--- src/rtl/sc_reg_dispatch_1_2_3.sv ---
// rtl/sc_reg_dispatch_1_2_3.sv - captures one word and loads it in order into up to three destination registers
// Optional busy-wait timeout per destination: define SC_REGDISPATCH_TIMEOUT_EN.
module sc_reg_dispatch_1_2_3 #(
  parameter int RegDISPATCH_DATAWIDTH = 8,
  parameter int RegDISPATCH_TIMEOUT   = 16
) (
  input  logic                             SC_RegDISPATCH_CLOCK_50,
  input  logic                             SC_RegDISPATCH_RESET_InHigh,
  input  logic                             SC_RegDISPATCH_start_InLow,
  input  logic                             SC_RegDISPATCH_abort_InHigh,
  input  logic [2:0]                       SC_RegDISPATCH_mask_InBUS,
  input  logic [RegDISPATCH_DATAWIDTH-1:0] SC_RegDISPATCH_data_InBUS,
  input  logic [2:0]                       SC_RegDISPATCH_destBusy_InBUS,
  output logic [RegDISPATCH_DATAWIDTH-1:0] SC_RegDISPATCH_data_OutBUS1,
  output logic [RegDISPATCH_DATAWIDTH-1:0] SC_RegDISPATCH_data_OutBUS2,
  output logic [RegDISPATCH_DATAWIDTH-1:0] SC_RegDISPATCH_data_OutBUS3,
  output logic                             SC_RegDISPATCH_load_OutLow1,
  output logic                             SC_RegDISPATCH_load_OutLow2,
  output logic                             SC_RegDISPATCH_load_OutLow3,
  output logic                             SC_RegDISPATCH_busy_OutHigh,
  output logic                             SC_RegDISPATCH_done_OutHigh,
  output logic [2:0]                       SC_RegDISPATCH_err_OutBUS
);

  typedef enum logic [2:0] {IDLE, SEND1, SEND2, SEND3, DONE} state_t;

  state_t                           state, state_d;
  logic [RegDISPATCH_DATAWIDTH-1:0] word_q;
  logic [2:0]                       mask_q;
  logic [2:0]                       sel;
  logic [2:0]                       above;
  logic [2:0]                       load_n;
  logic                             capture;

  // Lowest enabled destination in m, or DONE when nothing is left to send.
  function automatic state_t first_from(input logic [2:0] m);
    if (m[0])      return SEND1;
    else if (m[1]) return SEND2;
    else if (m[2]) return SEND3;
    else           return DONE;
  endfunction

  always_comb begin
    sel   = 3'b000;
    above = 3'b000;
    case (state)
      SEND1:   begin sel = 3'b001; above = 3'b110; end
      SEND2:   begin sel = 3'b010; above = 3'b100; end
      SEND3:   begin sel = 3'b100; above = 3'b000; end
      default: begin sel = 3'b000; above = 3'b000; end
    endcase
  end

`ifdef SC_REGDISPATCH_TIMEOUT_EN
  localparam int CW = $clog2(RegDISPATCH_TIMEOUT + 1);
  logic [CW-1:0] cnt_q;
  logic [2:0]    err_q;
  logic          tmo_hit;
`endif

  always_comb begin
    state_d = state;
    load_n  = 3'b111;
    capture = 1'b0;
`ifdef SC_REGDISPATCH_TIMEOUT_EN
    tmo_hit = 1'b0;
`endif
    case (state)
      IDLE: begin
        if (!SC_RegDISPATCH_start_InLow) begin
          capture = 1'b1;
          state_d = first_from(SC_RegDISPATCH_mask_InBUS);
        end
      end
      SEND1, SEND2, SEND3: begin
        if (!(|(SC_RegDISPATCH_destBusy_InBUS & sel))) begin
          load_n  = ~sel;
          state_d = first_from(mask_q & above);
        end
`ifdef SC_REGDISPATCH_TIMEOUT_EN
        else if (cnt_q == CW'(RegDISPATCH_TIMEOUT - 1)) begin
          tmo_hit = 1'b1;
          state_d = first_from(mask_q & above);
        end
`endif
      end
      DONE:    state_d = IDLE;
      default: state_d = IDLE;
    endcase
    // Abort overrides everything, including a start sampled in IDLE.
    if (SC_RegDISPATCH_abort_InHigh) begin
      state_d = IDLE;
      load_n  = 3'b111;
      capture = 1'b0;
`ifdef SC_REGDISPATCH_TIMEOUT_EN
      tmo_hit = 1'b0;
`endif
    end
  end

  always_ff @(posedge SC_RegDISPATCH_CLOCK_50) begin
    if (SC_RegDISPATCH_RESET_InHigh) begin
      state  <= IDLE;
      word_q <= '0;
      mask_q <= 3'b000;
    end else begin
      state <= state_d;
      if (capture) begin
        word_q <= SC_RegDISPATCH_data_InBUS;
        mask_q <= SC_RegDISPATCH_mask_InBUS;
      end
    end
  end

`ifdef SC_REGDISPATCH_TIMEOUT_EN
  // Counts consecutive busy cycles; any state change restarts it.
  always_ff @(posedge SC_RegDISPATCH_CLOCK_50) begin
    if (SC_RegDISPATCH_RESET_InHigh) begin
      cnt_q <= '0;
      err_q <= 3'b000;
    end else begin
      if (state_d != state || sel == 3'b000) cnt_q <= '0;
      else                                   cnt_q <= cnt_q + 1'b1;
      if (capture)      err_q <= 3'b000;
      else if (tmo_hit) err_q <= err_q | sel;
    end
  end
  assign SC_RegDISPATCH_err_OutBUS = err_q;
`else
  assign SC_RegDISPATCH_err_OutBUS = 3'b000;
`endif

  assign SC_RegDISPATCH_data_OutBUS1 = word_q;
  assign SC_RegDISPATCH_data_OutBUS2 = word_q;
  assign SC_RegDISPATCH_data_OutBUS3 = word_q;
  assign SC_RegDISPATCH_load_OutLow1 = load_n[0];
  assign SC_RegDISPATCH_load_OutLow2 = load_n[1];
  assign SC_RegDISPATCH_load_OutLow3 = load_n[2];
  assign SC_RegDISPATCH_busy_OutHigh = (state != IDLE);
  assign SC_RegDISPATCH_done_OutHigh = (state == DONE);

endmodule

--- config.mk ---
export PLATFORM = sky130hd
export DESIGN_NAME = sc_reg_dispatch_1_2_3
export DESIGN_NICKNAME = d
export VERILOG_FILES = /design/src/rtl/sc_reg_dispatch_1_2_3.sv
export SDC_FILE = /design/constraint.sdc
export NUM_CORES = 1
export LEC_CHECK = 0
export CAP_MARGIN = 15
export CORE_UTILIZATION = 36
export CTS_CLUSTER_SIZE = 16
export DETAILED_ROUTE_END_ITERATION = 6
export PLACE_DENSITY = 0.79
export SYNTH_ARGS = -nofsm -noshare
export SYNTH_HDL_FRONTEND = slang
export SYNTH_SLANG_ARGS = --single-unit
--- constraint.sdc ---
create_clock -name SC_RegDISPATCH_CLOCK_50 -period 1.8 [get_ports SC_RegDISPATCH_CLOCK_50]
set_clock_uncertainty 0.05 [all_clocks]
set_input_delay 0.18 -clock SC_RegDISPATCH_CLOCK_50 [delete_from_list [all_inputs] [get_ports SC_RegDISPATCH_CLOCK_50]]
set_output_delay 0.18 -clock SC_RegDISPATCH_CLOCK_50 [all_outputs]
set_load 0.01 [all_outputs]
==> summary.md, run 1 <==
| Metric | Value |
|---|---|
| Crit path max fanout | 8 |
| Detailed Routing Iterations Pass 1 | 4 |
| DR vias | 817 |
| Iter 0 DRT Violations | 14 |
| Synthesized netlist cell count | 106 |
| Fin. max-slew vios | 0 |
| Number of synthesized flops with an enable pin | 0 |
| Number of vias per cell | 4.89 |
| Layout cell share with drive strength beyond 1 | 11.4% |
| Reg2reg start | state[2]$_SDFFE_PP0P_ |
| DR WL/cell | between 10 and 15 um |
| Power per cell area | 580 mW/mm^2 |
| Hpwl dp | 1510 um |
| Multiplexer share of the synthesized area | under 10% |
| Final Core Density | 59.7% |
| Final WL | 2050 um |
| Hold path start | SC_RegDISPATCH_data_InBUS[3] |
| ANT nets after route | 0 |
| Synth Area in XOR/XNOR | 1.09% |
| Outcome | finished clean |
| Synth cell count leaders | nand2_1, buf_4, dfxtp_1 |
| Endpoints failing setup | 0 |
| Die width | 49.3 um |
| Core area | slightly above 0.002 mm^2 |
| CP max stage delay | 420 ps |
| CTS Buf Count | 3 |
| Drc violations | 0 |
| Max Clk Rate | 575 MHz |
| Clock sinks | 13 |
| H-tree depth | 1 |
| Critical path startpoint | state[2]$_SDFFE_PP0P_ |
| Full die area | around 0.0024 mm^2 |
| Period utilisation layout | 96.6% |
| Max-Cap Viols | 0 |
| Final-report hold violation count | 0 |
| Root buffer cell | clkbuf_4 |
| Cell Rows | 16 |
| CP Cell Sequence | or3_4, buf_4, dlygate4sd2_1 |
| Number of global-route vias before repair | 727 |
| Gpl congestion | 0.802 |
| Static leakage | 0.432 nW |
| Sum Neg Setup Slack | 0 ps |
| Class of the worst hold path | in2reg |
| Startpoint Class | flip-flop |
| CP arrival | 1510 ps |
| First-pass GRT wire length | around 3300 um |
| Ys Warns | 0 |
| Grt ovf | 0 |
| Die height | 49.3 um |
| Sequential area share after synthesis | 32.3% |
| Initial Utilization | 39.5% |
| Pin count of the biggest net entering global routing | 13 |
| Distinct cells, synth | 30 |
| Most frequent cell after synthesis | nand2_1 |
| Synth Area in Simple Gates | 26.6% |
| Buf/Inv on CP | 2 |
| CTS Hold Buffers Added | 0 |
| Diodes inserted | 0 |
| Clock tree from TritonCTS | built |
| Post-synthesis compound-gate area fraction | 13.4% |
| Initial antenna violation count | 0 |
| GRT Total Usage | 17.7% |
| Adder-Cell Fraction of Synth Area | 0% |
| Post-synth top area cell | dfxtp_1 |
| Critical path required time | 1570 ps |
| Period minus WS final | between 1500 and 2000 ps |
| Slowest-stage cell, CP | or3_4 |
| Port bufs | 46 |
| Longest Clk Path Bufs | 2 |
| VDD IR max | about 270 uV |
| Main combinational cell family by area after synthesis | simple AND/OR/NAND/NOR gates |
| Mean post-synth cell area | ~7.6 um^2 |
| CP Class | reg2out |
| CP endpoint kind | primary output |
| Post-CTS Repair Setup Buffers | 0 |
| Ys async rst share | 0% |
| RSZ-0062 raised after global routing | false |
| Skew-Pair Late Insertion Delay | 280 ps |
| Top cells by area, synth | dfxtp_1, buf_4, nand2_1, a21oi_1, buf_6 |
| I/O Pins | 50 |
| Crit path max-delay family | buffers and inverters |
| Final #Nets | 159 |
| Synth top area share | 32.3% |
| Synth Flop Type | dfxtp_1 |
| Cell Area, Synth | 806 um^2 |
| Area delta synth->final | 51.2% |
| FF+latch count, synth | 13 |
| Clock transition at path regs | 80 ps |
## cell families (layout without fill, tap and decap cells)
| group | after synthesis | count (layout) |
|---|---|---|
| simple gates | 44 | 44 |
| xor+xnor | 1 | 1 |
| buf+inv | 27 | 59 |
| other cells | 1 | 3 |
| compound gates | 18 | 18 |
| mux | 2 | 2 |
| flops | 13 | 13 |
## routing by layer
| layer | wire (um) | part of all wire (%) | vias to the layer above | global-route usage [%] |
|---|---|---|---|---|
| li1 | - | - | 400 | - |
| met1 | 825 | 40 | 362 | 20.3 |
| met2 | 1010 | 49 | 51 | 30.4 |
| met3 | 195 | 9.5 | 4 | 4.98 |
| met4 | 25 | 1.2 | 0 | 7.35 |
| met5 | 0 | 0 | - | 0 |
## worst paths after layout
path	end	slack (ps)	cells after the start
min	SC_RegDISPATCH_data_OutBUS1[3]$_SDFFE_PP0P_	390	3
min reg2reg	mask_q[2]$_SDFFE_PP0P_	420	2
max	SC_RegDISPATCH_busy_OutHigh	60	3
max reg2reg	SC_RegDISPATCH_data_OutBUS1[7]$_SDFFE_PP0P_	180	4
## stage by stage
step	area (um^2)	std cells	total power [mW]	setup WS (ps)	hold WS, ps
floorplan	813	108	0.434	156	251
global placement	1170	163	0.518	-12.3	397
CTS	1200	167	0.711	5.92	389
finish	1220	167	0.707	61.6	394
detailed placement	1170	163	0.524	-31.3	409
global route	1220	167	0.741	26.8	410
## area by class of cell
type                            count  area [um^2]
Clock buffer                        4         26.3
Fill cell                         200          823
Inverter                            3         11.3
Multi-Input combinational cell     68          378
Sequential cell                    13          267
Tap cell                           27         33.8
Timing Repair Buffer               52          503
## worst min-delay path, cell delays in order
cell             delay [ps]
clkdlybuf4s50_1         400
nand2_1                  60
a21oi_1                  50
## placed cells by master, fill, tap and decap left out, types with 2 or more instances in the layout
cell	count
conb_1	3
inv_1	3
nor2b_1	2
dlygate4sd2_1	4
clkdlybuf4s50_1	41
nand2_1	23
dfxtp_2	2
clkbuf_4	3
dfxtp_1	10
nor3_1	3
a21oi_1	11
nor2_1	4
buf_4	6
or3_1	2
## where the power goes
part	total, mW	leakage (nW)	switching [mW]	internal (mW)
clock network	0.188	0.0150	0.101	0.0861
registers	0.316	0.108	0.0150	0.301
logic	0.203	0.309	0.0852	0.118
total	0.707	0.432	0.202	0.505
## flip-flops by register name, summed over array words and instances, names as in the netlist
name,flops
mask_q,2
state,3
SC_RegDISPATCH_data_OutBUS1,8
## repair_timing
item / in CTS / in global routing
hold endpoints to repair: 0 / 0
gates cloned: 0 / 0
resized for setup: 8 / 4
setup endpoints to repair: 5 / 2
Power figures use the tool's default switching activity.
==> inputs of run 2 (changes only) <==
- SKIP_LAST_GASP: unset -> 1
==> results of run 2 <==
Same layout as run 1: the final DEF is identical, and so are final timing and power.
